--- src/rtl/mips32_pkg.sv ---
// Shared MIPS32 datapath definitions: default data width and the skid buffer occupancy state.
package mips32_pkg;

  localparam int DATA_W = 32;

  typedef enum logic [1:0] {
    EMPTY = 2'd0,
    ONE   = 2'd1,
    FULL  = 2'd2
  } buf_state_t;

endpackage

--- src/rtl/skid_buf_2.sv ---
// Generic 2-entry valid/ready buffer: 1-cycle latency, full throughput, registered in_ready.
module skid_buf_2
  import mips32_pkg::*;
#(
  parameter int W = 8
) (
  input  logic         clk,
  input  logic         rst_n,
  input  logic [W-1:0] in_data,
  input  logic         in_valid,
  output logic         in_ready,
  output logic [W-1:0] out_data,
  output logic         out_valid,
  input  logic         out_ready
);

  buf_state_t   state;
  logic [W-1:0] head;
  logic [W-1:0] skid;
  logic         accept;
  logic         pop;

  assign accept   = in_valid && in_ready;
  assign pop      = out_valid && out_ready;
  assign out_data = head;

  always_ff @(posedge clk) begin
    if (!rst_n) begin
      state     <= EMPTY;
      head      <= '0;
      skid      <= '0;
      in_ready  <= 1'b1;
      out_valid <= 1'b0;
    end else begin
      unique case (state)
        EMPTY: begin
          if (accept) begin
            head      <= in_data;
            state     <= ONE;
            out_valid <= 1'b1;
          end
        end
        ONE: begin
          if (accept && !pop) begin
            skid     <= in_data;
            state    <= FULL;
            in_ready <= 1'b0;
          end else if (pop && !accept) begin
            state     <= EMPTY;
            out_valid <= 1'b0;
          end else if (accept && pop) begin
            head <= in_data;
          end
        end
        FULL: begin
          // in_ready is low here, so only a pop can move the skid entry forward
          if (pop) begin
            head     <= skid;
            state    <= ONE;
            in_ready <= 1'b1;
          end
        end
        default: begin
          state     <= EMPTY;
          in_ready  <= 1'b1;
          out_valid <= 1'b0;
        end
      endcase
    end
  end

endmodule

--- src/rtl/reg_mux_n.sv ---
// Registered NUM_IN:1 operand select with range flag, behind a 2-entry valid/ready skid buffer.
module reg_mux_n
  import mips32_pkg::*;
#(
  parameter int WIDTH  = DATA_W,
  parameter int NUM_IN = 4,
  parameter int SEL_W  = $clog2(NUM_IN)
) (
  input  logic                    clk,
  input  logic                    rst_n,
  input  logic [NUM_IN*WIDTH-1:0] in_data,
  input  logic [SEL_W-1:0]        in_sel,
  input  logic                    in_valid,
  output logic                    in_ready,
  output logic [WIDTH-1:0]        out_data,
  output logic [SEL_W-1:0]        out_sel,
  output logic                    out_err,
  output logic                    out_valid,
  input  logic                    out_ready
);

  localparam int BUF_W = WIDTH + SEL_W + 1;

  logic [WIDTH-1:0] sel_word;
  logic             sel_err;
  logic [BUF_W-1:0] buf_in;
  logic [BUF_W-1:0] buf_out;

  // Extra bit so NUM_IN == 2**SEL_W still compares correctly
  assign sel_err = ({1'b0, in_sel} >= (SEL_W + 1)'(NUM_IN));

  always_comb begin
    sel_word = '0;
    for (int unsigned k = 0; k < NUM_IN; k++) begin
      if (in_sel == SEL_W'(k)) sel_word = in_data[k*WIDTH +: WIDTH];
    end
  end

  assign buf_in = {sel_err, in_sel, sel_word};

  skid_buf_2 #(
    .W (BUF_W)
  ) u_skid (
    .clk       (clk),
    .rst_n     (rst_n),
    .in_data   (buf_in),
    .in_valid  (in_valid),
    .in_ready  (in_ready),
    .out_data  (buf_out),
    .out_valid (out_valid),
    .out_ready (out_ready)
  );

  assign out_data = buf_out[WIDTH-1:0];
  assign out_sel  = buf_out[WIDTH +: SEL_W];
  assign out_err  = buf_out[BUF_W-1];

endmodule
--- config.mk ---
export PLATFORM = sky130hd
export DESIGN_NAME = reg_mux_n
export DESIGN_NICKNAME = d
export VERILOG_FILES = /design/src/rtl/mips32_pkg.sv /design/src/rtl/skid_buf_2.sv /design/src/rtl/reg_mux_n.sv
export SDC_FILE = /design/constraint.sdc
export NUM_CORES = 1
export LEC_CHECK = 0
export CORE_MARGIN = 5
export CORE_UTILIZATION = 44
export CTS_CLUSTER_SIZE = 14
export DETAILED_ROUTE_END_ITERATION = 8
export HOLD_SLACK_MARGIN = 0.12
export PLACE_DENSITY = 0.9
export SETUP_SLACK_MARGIN = 0.02
export SKIP_CTS_REPAIR_TIMING = 1
export SLEW_MARGIN = 20
export SYNTH_ARGS = -nofsm -noshare
export SYNTH_HDL_FRONTEND = slang
export SYNTH_SLANG_ARGS = --single-unit
--- constraint.sdc ---
create_clock -name clk -period 3.2 [get_ports clk]
set_input_delay 0.64 -clock clk [delete_from_list [all_inputs] [get_ports clk]]
set_output_delay 0.64 -clock clk [all_outputs]
set_load 0.005 [all_outputs]
* After elaboration in Yosys (flattened, before gate mapping) *
Cells that the tools add are included.

operators by class
  $add $sub $neg = 0
  multiply operators = 0
  div/mod/pow operators = 0
  magnitude comparators = 0
  equal/unequal tests = 13
  shift operators = 0
  mux-type cells = 22
  bitwise gates (word level) = 2
  reductions and logical operators = 15

operators with widths
  kind                                                    number
  two-way mux 35 bit                                      5
  two-way mux 32 bit                                      4
  case mux 35 bit (3 select lines)                        1
  inequality test 2 x 1 -> 1 bit (second input constant)  5
  two-way mux 2 bit                                       4
  equality test 2 bit (second input constant)             3
  case mux 1 bit (3 select lines)                         2
  case mux 2 bit (3 select lines)                         1
  AND reduction 3 bit                                     2
  AND reduction 6 bit                                     1
  logical AND 1 bit                                       5
  two-way mux 1 bit                                       5
  equality test 2 x 1 -> 1 bit (second input constant)    2
  zero test 2 bit                                         2
  inequality test 2 bit (second input constant)           2
  AND reduction 4 bit                                     1
  inequality test 3 x 1 -> 1 bit (second input constant)  1
  nonzero test 3 bit                                      1
  zero test 1 bit                                         2
  inverter 1 bit                                          2
  AND reduction 2 bit                                     1

word-level totals
  register bits after elaboration = 73
  bits in latches = 0
  bits in writable memories = 0
  memory bits (read-only) = 0
  output and inout bits = 37
  memories = 0

* Depth between registers and ports, before layout *
  depth after elaboration = 9
  gate-level depth with buffers = 7

* Hierarchy *
A second synthesis with hierarchy kept.

unflattened totals
  cells, all modules = 386
  area total of the unflattened synthesis = 4061.4 µm²

by module, submodules not included
  module      instances  cells each  area an instance (µm²)  sequential area each (µm²)
  skid_buf_2  1          346         3243.1                  1481.4
  reg_mux_n   1          40          818.3                   0.0

* Worst setup path after synthesis *
Ideal clock, no wire load.

  path kind = input -> register
  from = input port in_sel[0]
  to = register u_skid.head[4] (netlist: u_skid.out_data[4])
  setup time = 126 ps
  arrival time = 1641 ps
  required time = 3074 ps
  setup slack = 1434 ps
  stages on the path = 5
  path buffers = 2
  cells stage by stage = buf_4 buf_6 mux4_2 nand2_1 a31oi_1

between the ends
  longest elaborated chain between the ends = 9

ends and longest elaborated chain
  item                                line              text
  start: declaration                  reg_mux_n.sv:12   input logic [SEL_W-1:0] in_sel,
  zero test 2 bit                     reg_mux_n.sv:35   if (in_sel == SEL_W'(k)) sel_word = in_data[k*WIDTH +: WIDTH];
  two-way mux 32 bit (3 in series)    reg_mux_n.sv:35
  two-way mux 32 bit *                reg_mux_n.sv:35
  two-way mux 35 bit                  skid_buf_2.sv:51  end else if (accept && pop) begin
  two-way mux 35 bit                  skid_buf_2.sv:48  end else if (pop && !accept) begin
  two-way mux 35 bit                  skid_buf_2.sv:44  if (accept && !pop) begin
  case mux 35 bit (3 select lines) *  skid_buf_2.sv:35  unique case (state)
  end signal: assignment              skid_buf_2.sv:38  head <= in_data;
  end signal: assignment              skid_buf_2.sv:52  head <= in_data;
  end signal: assignment              skid_buf_2.sv:58  head <= skid;
  end: declaration                    skid_buf_2.sv:18  logic [W-1:0] head;

Every way passes the cells marked *; elsewhere a longest branch is shown, timed or not. The select of a mux whose other input is x is not followed.
A chain may end at the register's enable or synchronous reset.

* Worst setup path after layout *
  from = input port out_ready
  to = register u_skid.head[13] (netlist: u_skid.out_data[13])

between the ends
  longest elaborated chain between the ends = 5

ends and longest elaborated chain
  item                             line              text
  start: declaration               reg_mux_n.sv:19   input logic out_ready
  logical AND 1 bit *              skid_buf_2.sv:24  assign pop = out_valid && out_ready;
  zero test 1 bit                  skid_buf_2.sv:44
  logical AND 1 bit                skid_buf_2.sv:44
  inequality test 2 bit (no line)  -
  AND reduction 6 bit (no line) *  -

Every way passes the cells marked *; elsewhere a longest branch is shown, timed or not.

==> results.sh <==
export IMPL_status="complete, no violations"
export IMPL_seq_area_frac_synth=0.378
export IMPL_cpMaxStageDelayCell="clkdlybuf4s50_1"
export IMPL_synth_nets=542
export IMPL_via_count=3620
export IMPL_diodes=0
export IMPL_drt_wirelength_per_cell_um=16.0
export IMPL_report_final_setup_viol=0
export IMPL_p_leak_nw=2.02
export IMPL_fin_cells=666
export IMPL_path_class="input port to register"
export IMPL_fin_skew_ps=10.8
export IMPL_die_w_um=103
export IMPL_syn_area_um2=3810
export IMPL_setup_tns_ps=0
export IMPL_grt_pass1_vias=3625
export IMPL_crit_path_max_incr_delay_ps=600
export IMPL_wl_um=10700
export IMPL_regArea_um2=1440
export IMPL_powerDensity_nw_per_um2=410
export IMPL_crit_required_ps=3440
export IMPL_antenna_found_initial=0
export IMPL_drive_gt1_frac=0.143
export IMPL_cts_sinks=72
export IMPL_cts_tree="yes"
export IMPL_ant_nets=0
export IMPL_cp_cell_sequence="clkdlybuf4s50_1 -> nand2_1 -> o22ai_4 -> buf_4 -> o21ai_0 -> a31oi_1"
export IMPL_rows=34
export IMPL_hold_class="register to register"
export IMPL_final_common_cell="clkdlybuf4s50_1"
export IMPL_final_area_um2=5620
export IMPL_cts_max_level=3
export IMPL_grt_max_degree=73
export IMPL_r2r_cells=6
export IMPL_layout_common_cells="166 x clkdlybuf4s50_1, 130 x nand2_1, 72 x dfxtp_1, 32 x mux4_2, 32 x a31oi_1"
export IMPL_ys_ff_latch=72
export IMPL_crit_buf_inv=2
export IMPL_syn_inst=408
export IMPL_path_clk_slew_ps=60
export IMPL_synth_edf_count=0
export IMPL_initial_utilization=0.444
export IMPL_cp_start_kind="input port"
export IMPL_path_max_fanout=34
export IMPL_dp_cells=652
export IMPL_crit_path_end_kind="register"
export IMPL_cap_viol_max_count=0
export IMPL_dp_hpwl_um=7880
export IMPL_final_min_clock_period_ps=2030
export IMPL_drt_pass1_iter_count=5
export IMPL_clockBufferDepth=2
export IMPL_ir_drop_uv=211
export IMPL_path_delay_family="buffers and inverters"
export IMPL_finalHoldViolations=0
export IMPL_fin_crit_sh=0.633
export IMPL_area_delta_synth_final_pct=47.4
export IMPL_ys_async_sr_fraction=0
export IMPL_avgSynthCellArea_um2=9.35
export IMPL_fillers=693
export IMPL_cts_buffers=9
export IMPL_clkLatencyLatePin_ps=330
export IMPL_grt_usage=0.195
export IMPL_grt_pass1_wl_um=16300
export IMPL_slew_headroom=0.314
export IMPL_slew_violations=0
export IMPL_synth_cell_types=32
export IMPL_fin_nets=689
export IMPL_place_congestion=0.701
export IMPL_cts_root_buf="clkbuf_8"
export IMPL_min_delay_path_depth=2
export IMPL_post_route_drc_count=0
export IMPL_port_buffers=169
export IMPL_core_area_um2=8590
export IMPL_worst_slew_pin_slew_ps=1030
export IMPL_boundaryPins=171
export IMPL_cp_arrival_ps=2270
export IMPL_drt_iter0_drc=122
export IMPL_synth_ff_type="dfxtp_1"
export IMPL_multi_input_area_um2=2130
export IMPL_ys_warn_count=0
export IMPL_place_area_um2=5460
export IMPL_rsz0062_at_grt="false"
export IMPL_die_h_um=103
export IMPL_max_freq_mhz=493
export IMPL_cp_depth=6
export IMPL_overflow=0
export IMPL_viasPerCell=5.44
export IMPL_dieArea_um2=10600
[metrics by stage]
step	setup slack, ps	utilization	power (mW)	hold slack (ps)
final	1170	0.654	2.30	455
after global placement	932	0.635	1.70	440
after global routing	1010	0.654	2.43	470
after detailed placement	848	0.635	1.73	445
after floorplan	1430	-	1.38	435
after CTS	1180	0.654	2.33	457
[cell usage after synthesis, drive strengths merged (2+ instances only)]
| library cell | n | area [µm²] |
|---|---|---|
| mux4 | 32 | 721 |
| a21oi | 4 | 20.0 |
| buf | 26 | 191 |
| o21a | 2 | 15.0 |
| clkbuf | 14 | 52.6 |
| o21ai | 33 | 165 |
| nand2b | 2 | 12.5 |
| a21boi | 36 | 319 |
| nand2 | 140 | 551 |
| o211a | 2 | 20.0 |
| dfxtp | 72 | 1440 |
| nand3 | 3 | 15.0 |
| a31oi | 32 | 200 |
[registers in the layout, summed over array words and instances, names as in the netlist]
signal            flops
u_skid.skid          34
u_skid.out_valid      1
u_skid.out_data      34
u_skid.in_ready       1
u_skid.state          2
[logic make-up after synthesis]
| kind of cell | synth area share |
|---|---|
| AND/OR/NAND/NOR | 0.166 |
| AO/OA/AOI/OAI | 0.201 |
| flip-flops | 0.378 |
| buffers and inverters | 0.0650 |
| multiplexers | 0.189 |
| other | 0.000983 |
[tightest hold or removal path, cell delays in order (launching register included)]
cell	delay, ps
dfxtp_1	310
nand2_1	50
a21boi_1	50
[worst paths after layout]
| kind | start | end | slack (ps) |
|---|---|---|---|
| worst max-delay path | out_ready | u_skid.out_data[13] | 1170 |
| worst min-delay path | u_skid.skid[20] | u_skid.skid[20] | 450 |
| worst max register to register | u_skid.state[1] | u_skid.out_data[13] | 1400 |
| worst min register to register | u_skid.skid[20] | u_skid.skid[20] | 450 |
[report_power, final]
part | internal (mW) | switching [mW]
Combinational | 0.403 | 0.262
Sequential | 0.985 | 0.0522
Clock | 0.290 | 0.310
[metal layers]
layer,part of all wire,vias up,GRT usage
met2,0.53,139,0.364
met1,0.37,1723,0.210
met5,0,-,0
met3,0.078,22,0.0440
li1,-,1736,-
met4,0.023,0,0.0827
[area by class of cell]
class / count / share of cell area
Timing Repair Buffer: 176 / 0.312
Tap cell: 108 / 0.0240
Sequential cell: 72 / 0.256
Clock inverter: 4 / 0.00401
Multi-Input combinational cell: 295 / 0.378
Inverter: 1 / 0.000668
Clock buffer: 10 / 0.0245
(Power assumes the default switching activity.)
